File: src/rtl/symbol_plotter_if.sv
`default_nettype none
// ============================================================================
// Module      : symbol_plotter_if
// Description : Bundles the draw request, point-table ROM port and pixel
//               output of the symbol plotter.
//               master : requester side. It drives the request and answers
//                        ROM reads.
//               slave  : the plotter itself.
//   start, sym_sel, x, y, colour_in, erase : draw request
//   rom_addr / rom_data                    : registered point-table ROM
//   plot, xout, yout, colour               : pixel write strobe + pixel
//   busy, done                             : draw status
// Revision    : 1.0 - initial release
// ============================================================================
interface symbol_plotter_if #(
  parameter int X_W   = 8,
  parameter int Y_W   = 7,
  parameter int OFS_W = 4,
  parameter int SYM_W = 2,
  parameter int IDX_W = 6
) ();
  logic                   start;
  logic [SYM_W-1:0]       sym_sel;
  logic [X_W-1:0]         x;
  logic [Y_W-1:0]         y;
  logic [2:0]             colour_in;
  logic                   erase;
  logic [SYM_W+IDX_W-1:0] rom_addr;
  logic [2*OFS_W:0]       rom_data;
  logic                   plot;
  logic [X_W-1:0]         xout;
  logic [Y_W-1:0]         yout;
  logic [2:0]             colour;
  logic                   busy;
  logic                   done;

  modport master (
    output start, sym_sel, x, y, colour_in, erase, rom_data,
    input  rom_addr, plot, xout, yout, colour, busy, done
  );

  modport slave (
    input  start, sym_sel, x, y, colour_in, erase, rom_data,
    output rom_addr, plot, xout, yout, colour, busy, done
  );
endinterface
`default_nettype wire

File: src/rtl/symbol_plotter.sv
`default_nettype none
// ============================================================================
// Module      : symbol_plotter
// Description : Walks a symbol's point table in a registered ROM. It issues
//               one address per cycle and emits one clipped pixel per
//               returned point. It stops on the point flagged last, or at
//               MAX_POINTS points.
// Ports       : clk   - clock, all state on the rising edge
//               reset - synchronous active-high reset
//               bus   - symbol_plotter_if.slave (request, ROM, pixel, status)
// Revision    : 1.0 - initial release
// ============================================================================
module symbol_plotter #(
  parameter int X_W        = 8,
  parameter int Y_W        = 7,
  parameter int OFS_W      = 4,
  parameter int SYM_W      = 2,
  parameter int IDX_W      = 6,
  parameter int MAX_POINTS = 37,
  parameter int X_MAX      = 159,
  parameter int Y_MAX      = 119
) (
  input  logic             clk,
  input  logic             reset,
  symbol_plotter_if.slave  bus
);

  localparam logic [X_W:0]       c_x_max    = X_MAX[X_W:0];
  localparam logic [Y_W:0]       c_y_max    = Y_MAX[Y_W:0];
  localparam logic [IDX_W-1:0]   c_last_idx = IDX_W'(MAX_POINTS - 1);

  typedef enum logic [1:0] {
    S_IDLE  = 2'd0,
    S_RUN   = 2'd1,
    S_DRAIN = 2'd2,
    S_DONE  = 2'd3
  } state_t;

  state_t               r_state;
  state_t               w_state_nxt;

  // Draw parameters latched at start
  logic [SYM_W-1:0]     r_sym;
  logic [X_W-1:0]       r_x;
  logic [Y_W-1:0]       r_y;
  logic [2:0]           r_col;

  // r_idx is the address index issued this cycle. r_pidx is the index
  // whose data is on rom_data now, and r_vld marks it as a real issue.
  logic [IDX_W-1:0]     r_idx;
  logic [IDX_W-1:0]     r_pidx;
  logic                 r_vld;

  logic                 r_plot;
  logic [X_W-1:0]       r_xout;
  logic [Y_W-1:0]       r_yout;
  logic [2:0]           r_colour;

  logic                 w_last;
  logic [OFS_W-1:0]     w_xoff;
  logic [OFS_W-1:0]     w_yoff;
  logic [X_W:0]         w_xsum;
  logic [Y_W:0]         w_ysum;
  logic                 w_start;
  logic                 w_proc;
  logic                 w_final;
  logic                 w_clip;

  assign w_last  = bus.rom_data[2*OFS_W];
  assign w_xoff  = bus.rom_data[2*OFS_W-1:OFS_W];
  assign w_yoff  = bus.rom_data[OFS_W-1:0];

  // Sums are kept one bit wider so clipping sees a wrap as off-screen.
  assign w_xsum  = {1'b0, r_x} + (X_W+1)'(w_xoff);
  assign w_ysum  = {1'b0, r_y} + (Y_W+1)'(w_yoff);
  assign w_clip  = (w_xsum > c_x_max) || (w_ysum > c_y_max);

  assign w_start = (r_state == S_IDLE) && bus.start;
  assign w_proc  = (r_state == S_RUN) && r_vld;
  assign w_final = w_proc && (w_last || (r_pidx == c_last_idx));

  // --------------------------------------------------------------------------
  // FSM state register
  // --------------------------------------------------------------------------
  always_ff @(posedge clk) begin
    if (reset) r_state <= S_IDLE;
    else       r_state <= w_state_nxt;
  end

  // --------------------------------------------------------------------------
  // FSM next state and state-decoded outputs
  // --------------------------------------------------------------------------
  always_comb begin
    w_state_nxt  = r_state;
    bus.busy     = 1'b0;
    bus.done     = 1'b0;
    bus.rom_addr = '0;
    case (r_state)
      S_IDLE: begin
        if (bus.start) w_state_nxt = S_RUN;
      end
      S_RUN: begin
        bus.busy     = 1'b1;
        bus.rom_addr = {r_sym, r_idx};
        if (w_final) w_state_nxt = S_DRAIN;
      end
      S_DRAIN: begin
        bus.busy    = 1'b1;
        w_state_nxt = S_DONE;
      end
      S_DONE: begin
        bus.done    = 1'b1;
        w_state_nxt = S_IDLE;
      end
      default: w_state_nxt = S_IDLE;
    endcase
  end

  // --------------------------------------------------------------------------
  // Datapath: latch request, walk indices, register pixel outputs
  // --------------------------------------------------------------------------
  always_ff @(posedge clk) begin
    if (reset) begin
      r_sym    <= '0;
      r_x      <= '0;
      r_y      <= '0;
      r_col    <= '0;
      r_idx    <= '0;
      r_pidx   <= '0;
      r_vld    <= 1'b0;
      r_plot   <= 1'b0;
      r_xout   <= '0;
      r_yout   <= '0;
      r_colour <= '0;
    end else begin
      if (w_start) begin
        r_sym <= bus.sym_sel;
        r_x   <= bus.x;
        r_y   <= bus.y;
        r_col <= bus.erase ? 3'b000 : bus.colour_in;
        r_idx <= '0;
      end

      if (r_state == S_RUN) begin
        r_pidx <= r_idx;
        r_idx  <= r_idx + 1'b1;
      end

      // The address issued alongside the final point is dropped here.
      r_vld  <= (r_state == S_RUN) && !w_final;

      r_plot <= w_proc && !w_clip;
      if (w_proc) begin
        r_xout   <= w_xsum[X_W-1:0];
        r_yout   <= w_ysum[Y_W-1:0];
        r_colour <= r_col;
      end
    end
  end

  assign bus.plot   = r_plot;
  assign bus.xout   = r_xout;
  assign bus.yout   = r_yout;
  assign bus.colour = r_colour;

endmodule
`default_nettype wire

File: src/flat_wrapper.sv
// flat-port wrapper written by rule: the top's interface ports become plain ports
module symbol_plotter_flat 
#(
  parameter int X_W        = 8,
  parameter int Y_W        = 7,
  parameter int OFS_W      = 4,
  parameter int SYM_W      = 2,
  parameter int IDX_W      = 6,
  parameter int MAX_POINTS = 37,
  parameter int X_MAX      = 159,
  parameter int Y_MAX      = 119
)
  (clk, reset, bus_start, bus_sym_sel, bus_x, bus_y, bus_colour_in, bus_erase, bus_rom_data, bus_rom_addr, bus_plot, bus_xout, bus_yout, bus_colour, bus_busy, bus_done);
  symbol_plotter_if #(.X_W(X_W), .Y_W(Y_W), .OFS_W(OFS_W), .SYM_W(SYM_W), .IDX_W(IDX_W)) bus_i ();
  input  logic clk;
  input  logic reset;
  input wire logic [$bits(bus_i.start)-1:0] bus_start;
  input wire logic [$bits(bus_i.sym_sel)-1:0] bus_sym_sel;
  input wire logic [$bits(bus_i.x)-1:0] bus_x;
  input wire logic [$bits(bus_i.y)-1:0] bus_y;
  input wire logic [$bits(bus_i.colour_in)-1:0] bus_colour_in;
  input wire logic [$bits(bus_i.erase)-1:0] bus_erase;
  input wire logic [$bits(bus_i.rom_data)-1:0] bus_rom_data;
  output wire logic [$bits(bus_i.rom_addr)-1:0] bus_rom_addr;
  output wire logic [$bits(bus_i.plot)-1:0] bus_plot;
  output wire logic [$bits(bus_i.xout)-1:0] bus_xout;
  output wire logic [$bits(bus_i.yout)-1:0] bus_yout;
  output wire logic [$bits(bus_i.colour)-1:0] bus_colour;
  output wire logic [$bits(bus_i.busy)-1:0] bus_busy;
  output wire logic [$bits(bus_i.done)-1:0] bus_done;
  assign bus_i.start = bus_start;
  assign bus_i.sym_sel = bus_sym_sel;
  assign bus_i.x = bus_x;
  assign bus_i.y = bus_y;
  assign bus_i.colour_in = bus_colour_in;
  assign bus_i.erase = bus_erase;
  assign bus_i.rom_data = bus_rom_data;
  assign bus_rom_addr = bus_i.rom_addr;
  assign bus_plot = bus_i.plot;
  assign bus_xout = bus_i.xout;
  assign bus_yout = bus_i.yout;
  assign bus_colour = bus_i.colour;
  assign bus_busy = bus_i.busy;
  assign bus_done = bus_i.done;
  symbol_plotter #(.X_W(X_W), .Y_W(Y_W), .OFS_W(OFS_W), .SYM_W(SYM_W), .IDX_W(IDX_W), .MAX_POINTS(MAX_POINTS), .X_MAX(X_MAX), .Y_MAX(Y_MAX)) u_core (.clk(clk), .reset(reset), .bus(bus_i));
endmodule
File: config.mk
export PLATFORM = sky130hd
export DESIGN_NAME = symbol_plotter_flat
export DESIGN_NICKNAME = d
export VERILOG_FILES = /design/src/rtl/symbol_plotter_if.sv /design/src/rtl/symbol_plotter.sv /design/src/flat_wrapper.sv
export SDC_FILE = /design/constraint.sdc
export NUM_CORES = 1
export LEC_CHECK = 0
export CAP_MARGIN = 0
export CORE_MARGIN = 2
export CORE_UTILIZATION = 45
export DETAILED_ROUTE_END_ITERATION = 12
export PLACE_DENSITY_LB_ADDON = 0.3
export SYNTH_ARGS = -nofsm -noshare
export SYNTH_HDL_FRONTEND = slang
export SYNTH_SLANG_ARGS = --single-unit
File: constraint.sdc
create_clock -name clk -period 4.9 [get_ports clk]
set_input_delay 0.98 -clock clk [delete_from_list [all_inputs] [get_ports clk]]
set_output_delay 0.98 -clock clk [all_outputs]
set_load 0.03 [all_outputs]
# After elaboration in Yosys (flattened, before gate mapping)
# Cells that the tools add are included.
# W data, S select, Z words.
# classes
addsub	3
n_lt_le_gt_ge	2
eq_ne	6
muxes	9
n_reduce_logical	13
# op_table
cell	count
$mux W6	2
$add A8 B4 Y9	1
$gt A9 B8 Y1 const B	1
$add A7 B4 Y8	1
$gt A8 B7 Y1 const B	1
$mux W8	1
$pmux W2 S4	1
$add A6 B1 Y6 const B	1
$eq A6 B6 Y1 const B	1
$logic_and A1 B1 Y1	5
$eq A2 B2 Y1 const B	2
$mux W2	2
$mux W3	1
$eq A2 B1 Y1 const B	1
$logic_not A1 Y1	2
$logic_not A2 Y1	1
$logic_or A1 B1 Y1	2
$mux W1	2
$ne A2 B1 Y1 const B	1
$ne A2 B2 Y1 const B	1
$reduce_and A2 Y1	1
$reduce_bool A2 Y1	1
$reduce_or A2 Y1	1
# word_totals
ff_bits	54
in_bits	33
output_inout_bits	29

# Depth between registers and ports, before layout
# logic_depth
ltp_word	5
mapped_depth	8

# Worst setup path after synthesis
# Ideal clock, no wire load.
# synth_timing
path_type	in2reg
startpoint	input bus_rom_data[0]
endpoint	register u_core.r_plot, in the netlist u_core.bus.plot
setup_time_ps	91
arrival_ps	2360
t_required_ps	4809
path_slack_ps	2449
cell_stages	7
path_buffers	0
cell_sequence	ha_1 -> fa_1 -> a21oi_1 -> o21bai_1 -> a22oi_2 -> nand3_1 -> a311oi_1
# synth_between
elab_chain_cells	5
# synth_rtl
element	line_no	source
start, declared	flat_wrapper.sv:23	input wire logic [$bits(bus_i.rom_data)-1:0] bus_rom_data;
$add A7 B4 Y8	symbol_plotter.sv:75	assign w_ysum = {1'b0, r_y} + (Y_W+1)'(w_yoff);
$gt A8 B7 Y1	symbol_plotter.sv:76	assign w_clip = (w_xsum > c_x_max) || (w_ysum > c_y_max);
$logic_or A1 B1 Y1	symbol_plotter.sv:76	
$logic_not A1 Y1	symbol_plotter.sv:152	r_plot <= w_proc && !w_clip;
$logic_and A1 B1 Y1	symbol_plotter.sv:152	
end signal, assigned	symbol_plotter.sv:152	
end, declared	symbol_plotter.sv:54	logic r_plot;
# No other way between the ends.
# A chain may end at the register's enable or synchronous reset.

# Worst setup path after layout
# layout_timing
startpoint	register u_core.r_state[1]
endpoint	output bus_rom_addr[0]
# layout_between
elab_chain_cells	2
# layout_rtl
element	line_no	source
start, declared	symbol_plotter.sv:39	state_t r_state;
start signal, assigned	symbol_plotter.sv:87	else r_state <= w_state_nxt;
$eq A2 B1 Y1	symbol_plotter.sv:98	case (r_state)
$mux W8	symbol_plotter.sv:98	
end, declared	flat_wrapper.sv:24	output wire logic [$bits(bus_i.rom_addr)-1:0] bus_rom_addr;
# No other way between the ends.

==> results_dict.tcl <==
set metrics [dict create \
    grt_pass1_wl_mm 9.23 \
    final_cell_mix "66 x nand2_1, 60 x clkdlybuf4s50_1, 54 x dfxtp_1, 49 x a21oi_1, 21 x nor2_1" \
    cp-end-kind "primary output" \
    async_reset_ff_share_pct 0 \
    grt_max_degree 54 \
    crit_path_start_kind "flip-flop" \
    fin_tns_setup_ps 0 \
    cts_tree "done" \
    yosysUniqueCellTypes 47 \
    critPathSlowestCell "clkdlybuf4s50_1" \
    antenna_cells 0 \
    r2r_cells 6 \
    path_cells "inv_1 > ha_1 > nand2_1 > inv_1 > clkdlybuf4s50_1" \
    syn_avg_cell_area_um2 8.20 \
    initial_core_util_pct 46.4 \
    first_pass_iters 4 \
    ctsResizeCount 0 \
    layout_commonest_cell "nand2_1" \
    netlist_area_um2 2540 \
    finalInstanceArea_um2 3290 \
    met2_wirelength_mm 2.59 \
    drive_above_1_share_pct 4.97 \
    cts_hold_buf 0 \
    insertion_delay_ps 290 \
    critPathKind "reg -> out" \
    path_clk_slew_ps 90 \
    skew_ps 3.32 \
    final.min_clock_period_ps 3230 \
    avgRoutedWirePerCell_um 12.6 \
    yosysTopAreaCellShare_pct 42.5 \
    p_sw_mw 0.483 \
    max_cap_violations 0 \
    io_buffer_count 61 \
    die_w_um 79.1 \
    core_um2 5470 \
    fp-row-count 27 \
    finalHoldViolations 0 \
    r2r_slack_ps 2800 \
    wl_met1_mm 2.66 \
    synth_seq_cells 54 \
    final_max_slew_viol_count 0 \
    track_usage_pct 18.2 \
    nFillCells 511 \
    area_growth_pct 29.5 \
    min_path_cells 2 \
    slew_headroom_pct 35.3 \
    power_leakage_nw 1.21 \
    grt_setup_unrepaired "no" \
    power_frac_comb_pct 36.7 \
    setup_viol 0 \
    ys_top_cells_by_area "dfxtp_1 43%, nand2_1 9.7%, a21oi_1 9.7%" \
    dieArea_um2 6260 \
    critPathMaxFanout 17 \
    layout.cells.non_filler 434 \
    worstHoldEndpoint "u_core.r_sym[1]" \
    yosysSeqAreaShare_pct 42.5 \
    synth_edf_count 0 \
    timing.rr.end "u_core.bus.xout[4]" \
    synth_nets 359 \
    antenna_found_initial 0 \
    grt_pass1_vias 2092 \
    place_hpwl_mm 3.87 \
    ant_nets 0 \
    ioPinCount 62 \
    route.vias.total 2220 \
    placed_area_um2 3180 \
    worstHoldPathType "reg -> reg" \
    drc_errors 0 \
    powerDensity_nw_per_um2 405 \
    dp.cells 427 \
    wl_met3_um 214 \
    worstPathRequired_ps 3920 \
    place.gp.congestion 0.841 \
    cts_buffers 5 \
    p_seq_share_pct 40.9 \
    dr.max_layer_used "met4" \
    worst_path_most_repeated_cell "inv_1" \
    ys.warnings.count 0 \
    max_stage_delay_ps 660 \
    hold_start "u_core.r_sym[1]" \
    swShare_pct 36.3 \
    regToRegStartpoint "u_core.r_state[1]" \
    fmax_ghz 0.310 \
    overflow 0 \
    cts_sinks 54 \
    routed_wl_mm 5.47 \
    synthCells 310 \
    cts_buffer_depth 2 \
    cts_setup_buffers 0 \
    worst_pin_slew_ps 970 \
    outcome "completed" \
    ir_worst_vdd_mv 0.215 \
    htree_levels 2 \
    via_per_inst 5.12 \
    timing.final.crit_share_pct 65.9 \
    fin_nets 411 \
    internal-power_mw 0.848 \
    yosys.area.top_type "dfxtp_1" \
    clkPwrFrac_pct 22.4 \
    synth_flop_cell "dfxtp_1" \
    cp.arrival_ps 2250 \
    drtIter0Drc 71 \
    die_h_um 79.1 \
    cts_root_buf "clkbuf_8" \
]
how the worst max path moves through the flow:
stage                     slack, ps         startpoint               to  cells after the start
after global placement         1960    bus_rom_data[0]  u_core.bus.plot                      8
after floorplan                2450    bus_rom_data[0]  u_core.bus.plot                      7
after CTS                      1660  u_core.r_state[1]  bus_rom_addr[0]                      5
after global routing           1470  u_core.r_state[1]  bus_rom_addr[0]                      5
final                          1670  u_core.r_state[1]  bus_rom_addr[0]                      5
after detailed placement       1890    bus_rom_data[0]  u_core.bus.plot                      8
state kept, by name, summed over array words and instances (netlist names):
| register | flops |
|---|---|
| u_core.r_col | 3 |
| u_core.r_sym | 2 |
| u_core.bus.plot | 1 |
| u_core.r_vld | 1 |
| u_core.r_y | 7 |
| u_core.bus.yout | 7 |
| u_core.r_x | 8 |
| u_core.r_idx | 6 |
| u_core.r_state | 2 |
| u_core.bus.colour | 3 |
| u_core.r_pidx | 6 |
| u_core.bus.xout | 8 |
cell type report:
| class | count | area (µm²) | area share [%] |
|---|---|---|---|
| clock inverter | 1 | 30.0 | 0.913 |
| timing repair buffer | 62 | 613 | 18.6 |
| tap | 72 | 90.1 | 2.74 |
| inverter | 11 | 41.3 | 1.25 |
| clock buffer | 6 | 82.6 | 2.51 |
| sequential | 54 | 1080 | 32.9 |
| multi-input combinational | 228 | 1350 | 41.1 |
critical path: cells and delay by family (launching register included):
kind / cells / cell delay (ps)
buffers and inverters: 3 / 870
adders and majority gates: 1 / 520
and+or+nand+nor: 1 / 220
DFF: 1 / 340
cells in the mapped netlist (2+ instances only):
library cell,number
clkbuf_1,10
and2_1,8
nand3b_1,6
xnor2_1,2
dfxtp_1,54
a21oi_1,49
nand3_1,4
nand2_1,66
o21bai_1,2
nor2_1,21
buf_2,2
a31oi_1,3
xor2_1,5
or3_1,3
a21oi_2,2
o31ai_1,2
buf_1,5
ha_1,14
nor2b_1,2
inv_1,10
a211oi_1,6
a311oi_1,2
fa_1,2
o21ai_0,2
nor3_1,2
o21ai_1,5
cells by family (layout without fill, tap and decap cells):
kind of cell,Yosys count,after routing,synth area share (%)
multiplexers,1,1,0.394
XOR/XNOR,7,7,2.41
flip-flops,54,54,42.5
adder cells (fa/ha/maj),16,16,8.47
buffers and inverters,28,80,4.23
AO/OA/AOI/OAI,85,85,20.7
AND/OR/NAND/NOR,119,119,21.3
through the flow:
stage,power [mW],worst slack (ps),utilization [%],hold WS [ps]
2_1_floorplan,0.902,2450,-,432
3_3_place_gp,1.03,1960,58.1,439
3_5_place_dp,1.04,1890,58.1,443
4_1_cts,1.35,1660,60.1,457
5_1_grt,1.43,1470,60.1,479
6_report,1.33,1670,60.1,456
power groups by stage:
stage,logic [mW],clock network (mW),registers (mW)
detailed placement,0.490,0,0.555
CTS,0.492,0.313,0.545
floorplan,0.339,0,0.563
finish,0.488,0.299,0.544
global route,0.546,0.328,0.556
global placement,0.480,0,0.553
routing by layer:
metal	GRT usage, %	vias to the layer above
li1	-	1168
met1	22.9	1010
met2	32.2	40
met3	4.20	2
met4	2.59	0
met5	0	-
(Power assumes the default switching activity.)
